===== src/rtl/nn_image_loader.sv =====
// Binarizing raster loader for the 28x28 digit network: packs pixels, offers the image, republishes the prediction.
// Optional statistics outputs (frame_cnt, err_cnt) are enabled by defining NN_IMAGE_LOADER_STATS_EN.
module nn_image_loader #(
    parameter int unsigned IMG_W  = 28,
    parameter int unsigned IMG_H  = 28,
    parameter logic [7:0]  THRESH = 8'd128,
    parameter int unsigned NPIX   = IMG_W * IMG_H
) (
    input  logic            Clk,
    input  logic            Reset,
    input  logic            pix_valid,
    output logic            pix_ready,
    input  logic [7:0]      pix_data,
    input  logic            pix_last,
    output logic [NPIX-1:0] img_data,
    output logic            img_valid,
    input  logic            img_ready,
    input  logic            pred_valid,
    input  logic [4:0]      pred_in,
    output logic            res_valid,
    input  logic            res_ready,
    output logic [3:0]      res_digit,
`ifdef NN_IMAGE_LOADER_STATS_EN
    output logic [15:0]     frame_cnt,
    output logic [15:0]     err_cnt,
`endif
    output logic [2:0]      res_err
);

    typedef enum logic [2:0] {LOAD, DRAIN, OFFER, WAIT, RESULT} state_t;

    localparam logic [9:0] LAST_IDX = 10'(NPIX - 1);

    state_t          state, state_next;
    logic [9:0]      cnt;
    logic            beat;
    logic            pix_bit;
    logic            res_done;
    logic            short_frame, long_frame, bad_pred;
    logic [NPIX-1:0] img_next;

    assign res_err = {bad_pred, long_frame, short_frame};
    assign pix_bit = (pix_data >= THRESH);

    // The image is cleared when the first beat of a frame lands, which
    // zero-fills the tail of short frames without a separate fill pass.
    always_comb begin
        img_next      = (cnt == '0) ? '0 : img_data;
        img_next[cnt] = pix_bit;
    end

    always_comb begin
        state_next = state;
        pix_ready  = 1'b0;
        img_valid  = 1'b0;
        res_valid  = 1'b0;
        beat       = 1'b0;
        res_done   = 1'b0;
        case (state)
            LOAD: begin
                pix_ready = 1'b1;
                beat      = pix_valid;
                if (pix_valid) begin
                    if (pix_last)
                        state_next = OFFER;
                    else if (cnt == LAST_IDX)
                        state_next = DRAIN;
                end
            end
            DRAIN: begin
                pix_ready = 1'b1;
                if (pix_valid && pix_last)
                    state_next = OFFER;
            end
            OFFER: begin
                img_valid = 1'b1;
                if (img_ready)
                    state_next = WAIT;
            end
            WAIT: begin
                if (pred_valid)
                    state_next = RESULT;
            end
            RESULT: begin
                res_valid = 1'b1;
                if (res_ready) begin
                    res_done   = 1'b1;
                    state_next = LOAD;
                end
            end
            default: state_next = LOAD;
        endcase
    end

    always_ff @(posedge Clk) begin
        if (Reset) begin
            state       <= LOAD;
            cnt         <= '0;
            img_data    <= '0;
            res_digit   <= '0;
            short_frame <= 1'b0;
            long_frame  <= 1'b0;
            bad_pred    <= 1'b0;
        end else begin
            state <= state_next;
            if (beat) begin
                img_data <= img_next;
                cnt      <= cnt + 10'd1;
                if (pix_last && cnt != LAST_IDX)
                    short_frame <= 1'b1;
                if (!pix_last && cnt == LAST_IDX)
                    long_frame <= 1'b1;
            end
            if (state == WAIT && pred_valid) begin
                res_digit <= (pred_in > 5'd9) ? 4'd0 : pred_in[3:0];
                bad_pred  <= (pred_in > 5'd9);
            end
            if (res_done) begin
                cnt         <= '0;
                short_frame <= 1'b0;
                long_frame  <= 1'b0;
                bad_pred    <= 1'b0;
            end
        end
    end

`ifdef NN_IMAGE_LOADER_STATS_EN
    always_ff @(posedge Clk) begin
        if (Reset) begin
            frame_cnt <= '0;
            err_cnt   <= '0;
        end else if (res_done) begin
            frame_cnt <= frame_cnt + 16'd1;
            if (res_err != '0)
                err_cnt <= err_cnt + 16'd1;
        end
    end
`endif

endmodule


===== config.mk =====
export PLATFORM = sky130hd
export DESIGN_NAME = nn_image_loader
export DESIGN_NICKNAME = d
export VERILOG_FILES = /design/src/rtl/nn_image_loader.sv
export SDC_FILE = /design/constraint.sdc
export NUM_CORES = 2
export LEC_CHECK = 0
export BUFFER_PORTS_ARGS = -buffer_cell sky130_fd_sc_hd__buf_2
export CAP_MARGIN = 20
export CORE_AREA = 2 2 313 315
export CTS_CLUSTER_DIAMETER = 80
export DETAILED_ROUTE_END_ITERATION = 7
export DIE_AREA = 0 0 315 317
export PLACE_DENSITY = 0.59
export RECOVER_POWER = 25
export SETUP_SLACK_MARGIN = 0.5
export SKIP_LAST_GASP = 1
export SLEW_MARGIN = 20
export SYNTH_ARGS = -nofsm -noshare
export SYNTH_HDL_FRONTEND = slang
export SYNTH_SLANG_ARGS = --single-unit

===== constraint.sdc =====
create_clock -name Clk -period 4.65 [get_ports Clk]
set_input_delay 0.465 -clock Clk [delete_from_list [all_inputs] [get_ports Clk]]
set_output_delay 0.465 -clock Clk [all_outputs]
set_load 0.1 [all_outputs]

After elaboration in Yosys (flattened, before gate mapping):

Cells that the tools add are included.

* equal/unequal tests: 12
* shifts and indexed selects: 0
* div/mod/pow operators: 0
* reductions and logical operators: 13
* bitwise operators: 0
* $add $sub $neg: 1
* magnitude comparators: 4
* multiplexer cells: 19
* $mul: 0

Operators with widths (number)
* $bwmux W784: 1
* $mux W784: 1
* $mux W3: 7
* $pmux W3 S5: 1
* $lt A10 B11 Y1 const B: 1
* $add A10 B1 Y10 const B: 1
* $demux W1 S10: 1
* $eq A10 B10 Y1 const B: 1
* $ge A10 B1 Y1 const B: 1
* $logic_not A10 Y1: 1
* $ne A10 B10 Y1 const B: 1
* $ne A2 B2 Y1 const B: 5
* $ge A8 B8 Y1 const B: 1
* $mux W1: 7
* $eq A3 B2 Y1 const B: 2
* $reduce_and A6 Y1: 1
* $gt A5 B4 Y1 const B: 1
* $logic_and A1 B1 Y1: 5
* $mux W4: 1
* $reduce_and A2 Y1: 2
* $reduce_or A2 Y1: 2
* $eq A3 B1 Y1 const B: 1
* $eq A3 B3 Y1 const B: 1
* $logic_not A3 Y1: 1
* other kinds (2): 2

* memory bits (writable): 0
* memories: 0
* register bits after elaboration: 804
* bits in read-only memories: 0
* word-level logic and storage cells: 56
* latch bits: 0
* bits of input ports: 20

Longest topological paths before layout:

* depth after elaboration: 5
* gate-level depth with buffers: 9
* mapped depth without buffers: 6

Least setup slack after synthesis:

OpenSTA, ideal clock, no wires.

* path kind: reg2reg
* from: reg state[0]
* to: reg state[0]
* cell stages (with the launch flop): 6
* data arrival time: 3.724 ns
* setup time: 0.121 ns
* setup slack: 0.805 ns
* path buffers: 1
* data required time: 4.529 ns
* cell sequence: dfxtp_1 clkbuf_1 nor3b_1 a21oi_1 and3b_1 mux2_2

* cells in the longest elaborated chain, start to end: 3
* elaborated cells between the ends (all ways): 13
* those cells by class: 10 x eq/ne; 1 x mux; 2 x reduce/logical

Ends and longest elaborated chain
* start: declaration: line 34 `state_t state, state_next;`
* start signal: assignment: line 105 `state <= state_next;`
* $eq A3 B1 Y1 (tied with other cells): line 59 `case (state)`
* $ne A2 B2 Y1 (no line) / $ne A3 B3 Y1 (equally long branches)
* $reduce_and A6 Y1 (no line)

Parallel ways exist; a longest one is shown, timed or not.
A chain may end at the register's enable or synchronous reset.

Final worst setup path:

* from: reg state[0]
* to: reg img_data[75]

* cells in the longest elaborated chain, start to end: 2

Ends and longest elaborated chain
* $logic_not A3 Y1: line 59
* $mux W1: line 59
* end signal: assignment: line 107 `img_data <= img_next;`
* end: declaration: line 15 `output logic [NPIX-1:0] img_data,`

Every way passes these cells.

==> metrics.yaml <==
syn_nets: 3051
cts_resized: 0
whs_path_depth: 3
yosysWarnings: 0
finalSetupViolCount: 0
tightest_slew_ns: 1.32
pre_cts_slack_ns: 1.21
cts_tree: "yes"
cp.required_ns: 5.18
rsz0062_at_grt: "false"
htreeDepth: 3
drc_errors: 0
synth.distinct_cells: 52
reg2regPathDepth: 5
syn-cell-area_sq_mm: 0.0281
die_width_um: 315
grt_max_degree: 156
synth_edf_count: 0
cts_setup_buffers: 0
status: "finished, final reports clean"
io-pin-count: 814
p_leak_nw: 12.3
postRouteAntennaNets: 0
criticalPathCategory: "reg -> reg"
fin_nets: 3599
power_density_mw_per_mm2: 411
via_per_inst: 5.47
first_pass_iters: 5
clkSinkCount: 804
cts-buffers-inserted: 85
via_count: 26866
cpPeakStageDelay_ns: 0.78
min_path_type: "in -> reg"
first_global_vias: 24909
fin_worst_skew_ns: 0.0321
hp-start: "pred_in[1]"
path_cells: "or4b_1, nor2_4, buf_4, nand3_2, o22ai_1"
rows: 114
drive_gt1_share_pct: 19.9
syn_inst: 3027
path_max_fanout: 31
die_area_sq_mm: 0.0999
crit_arrival_ns: 3.98
path_clk_slew_ns: 0.06
syn_area_per_cell_sq_um: 9.30
finalMaxSlewViolations: 0
dp.final_hpwl_mm: 76.2
clkLatencyLatePin_ns: 0.66
fmax_ghz: 0.290
cts_buffer_depth: 3
start_util_pct: 29.2
die_h_um: 317
gp_congestion: 0.814
core-area_sq_mm: 0.0963
postLayoutSetupSlackWorst_ns: 1.20
wl_mm: 118
cp_slowest_cell: "nand3_2"
min_period_ns: 3.45
worstSetupStartpoint: "state[0]"
timing.rr.start: "state[0]"
syn_to_final_growth_pct: 25.5
io_buffers: 806
start_kind: "register"
post-route-period-util_pct: 74.2
maxCapViolations: 0
ys_seq_area_share_pct: 57.2
grt_antenna_before_repair: 9
drt_iter0_markers: 2371
relSlewSlack_pct: 12.1
crit_path_end_kind: "register"
ys_ff_latch: 804
holdBufCountCts: 0
grt.total_usage_pct: 22.1
synthArstFlopShare_pct: 0
hold_violations: 0
vdd_drop_max_mv: 0.260
cts-root-buf: "clkbuf_16"
detail_route.wl_per_cell_um: 24.1
grt_pass1_wl_mm: 167
ys.flop_type: "dfxtp_1"
gr-total-overflow: 0
tns_ns: 0
where the power goes:
part,internal (mW),switching [mW],leakage (nW),total [mW]
clock network,3.99,2.84,1.35,6.83
registers,6.90,0.0179,6.47,6.91
logic,0.189,0.590,4.51,0.778
stage by stage:
stage | total power [mW] | instance area [sq um] | hold WS (ns) | util (%) | instances
6_report | 14.5 | 35300 | 0.0660 | 36.7 | 4913
5_1_grt | 14.9 | 35300 | 0.0320 | 36.7 | 4909
4_1_cts | 14.6 | 35700 | 0.0134 | 37.1 | 4907
3_5_place_dp | 7.82 | 33000 | 0.458 | 34.3 | 4762
3_3_place_gp | 7.83 | 33000 | 0.443 | 34.2 | 4760
2_1_floorplan | 7.62 | 28100 | 0.426 | - | 3027
layout make-up:
class | instances | area (sq um)
Fill cell | 9996 | 61000
Sequential cell | 804 | 16100
Multi-Input combinational cell | 1785 | 10500
Timing Repair Buffer | 892 | 4300
Clock buffer | 132 | 2560
Tap cell | 1276 | 1600
Clock inverter | 13 | 206
Inverter | 7 | 26.3
Antenna cell | 4 | 10.0
synthesized netlist by cell type (2+ instances only):
cell type / instances / area, sq um
inv_1: 7 / 26.3
nor4_1: 2 / 12.5
nand4_1: 5 / 31.3
nor2b_1: 10 / 62.6
and3b_1: 3 / 26.3
buf_2: 143 / 716
and4b_1: 2 / 20.0
or3_1: 4 / 25.0
o21ai_0: 754 / 3770
dfxtp_1: 804 / 16100
o21ai_2: 28 / 245
a21oi_1: 6 / 30.0
nor3b_1: 3 / 22.5
nor4b_1: 2 / 17.5
clkbuf_1: 278 / 1040
nand2_1: 48 / 180
nand3_1: 66 / 330
a22oi_1: 4 / 30.0
buf_1: 3 / 11.3
ha_1: 4 / 50.1
nand2b_1: 2 / 12.5
xor2_1: 5 / 43.8
nor2_1: 17 / 63.8
o22ai_1: 772 / 4830
xnor2_1: 3 / 26.3
o21ai_1: 2 / 10.0
nor3_1: 6 / 30.0
buf_6: 4 / 45.0
a31oi_1: 3 / 18.8
o211ai_1: 11 / 82.6
buf_4: 3 / 22.5
and3_1: 3 / 18.8
final timing paths:
check                                     to  slack, ns
worst max-delay path            img_data[75]       1.20
worst min-delay path            res_digit[1]       0.07
worst max register to register  img_data[75]       1.20
worst min register to register    long_frame       0.46
routing by layer:
layer  global-route usage (%)  vias to the layer above  part of all wire (%)
li1                         -                    12420                     -
met1                     27.6                    13026                    41
met2                     36.5                     1177                    47
met3                     5.07                      243                   7.5
met4                     9.66                        0                   4.2
met5                        0                        -                     0
worst max-delay path: cells and delay by family, from the launching register on:
family | cells | cell delay (ns)
AND/OR/NAND/NOR | 3 | 1.99
AO/OA/AOI/OAI | 1 | 0.47
flip-flops | 1 | 0.44
buffers and inverters | 1 | 0.35
cells in the final DEF (no fill, tap or decap), drive strengths merged, types with 3 or more instances in the layout:
| cell type | Yosys | layout |
|---|---|---|
| a21oi | 6 | 6 |
| a22oi | 4 | 4 |
| a31oi | 3 | 3 |
| and3 | 3 | 3 |
| and3b | 3 | 3 |
| buf | 153 | 494 |
| bufinv | 0 | 4 |
| clkbuf | 278 | 530 |
| clkinv | 0 | 7 |
| dfxtp | 804 | 804 |
| diode | 0 | 4 |
| ha | 4 | 4 |
| inv | 7 | 9 |
| nand2 | 48 | 48 |
| nand3 | 67 | 67 |
| nand4 | 5 | 5 |
| nor2 | 18 | 18 |
| nor2b | 10 | 10 |
| nor3 | 6 | 6 |
| nor3b | 4 | 4 |
| nor4b | 3 | 3 |
| o211ai | 11 | 11 |
| o21ai | 784 | 784 |
| o22ai | 772 | 772 |
| or3 | 4 | 4 |
| xnor2 | 3 | 3 |
| xor2 | 5 | 5 |
kinds of logic after synthesis:
family	Yosys count	share of synthesized area [%]
XOR/XNOR	8	0.249
adder cells (fa/ha/maj)	4	0.178
multiplexers	2	0.0756
AO/OA/AOI/OAI	1587	32.3
AND/OR/NAND/NOR	184	3.41
flip-flops	804	57.2
buffers and inverters	438	6.63
flip-flops by register name, summed over array words and instances, names as in the netlist:
signal / cells
img_data: 784
cnt: 10
res_digit: 4
state: 3
bad_pred: 1
long_frame: 1
short_frame: 1
(Power assumes the default switching activity.)
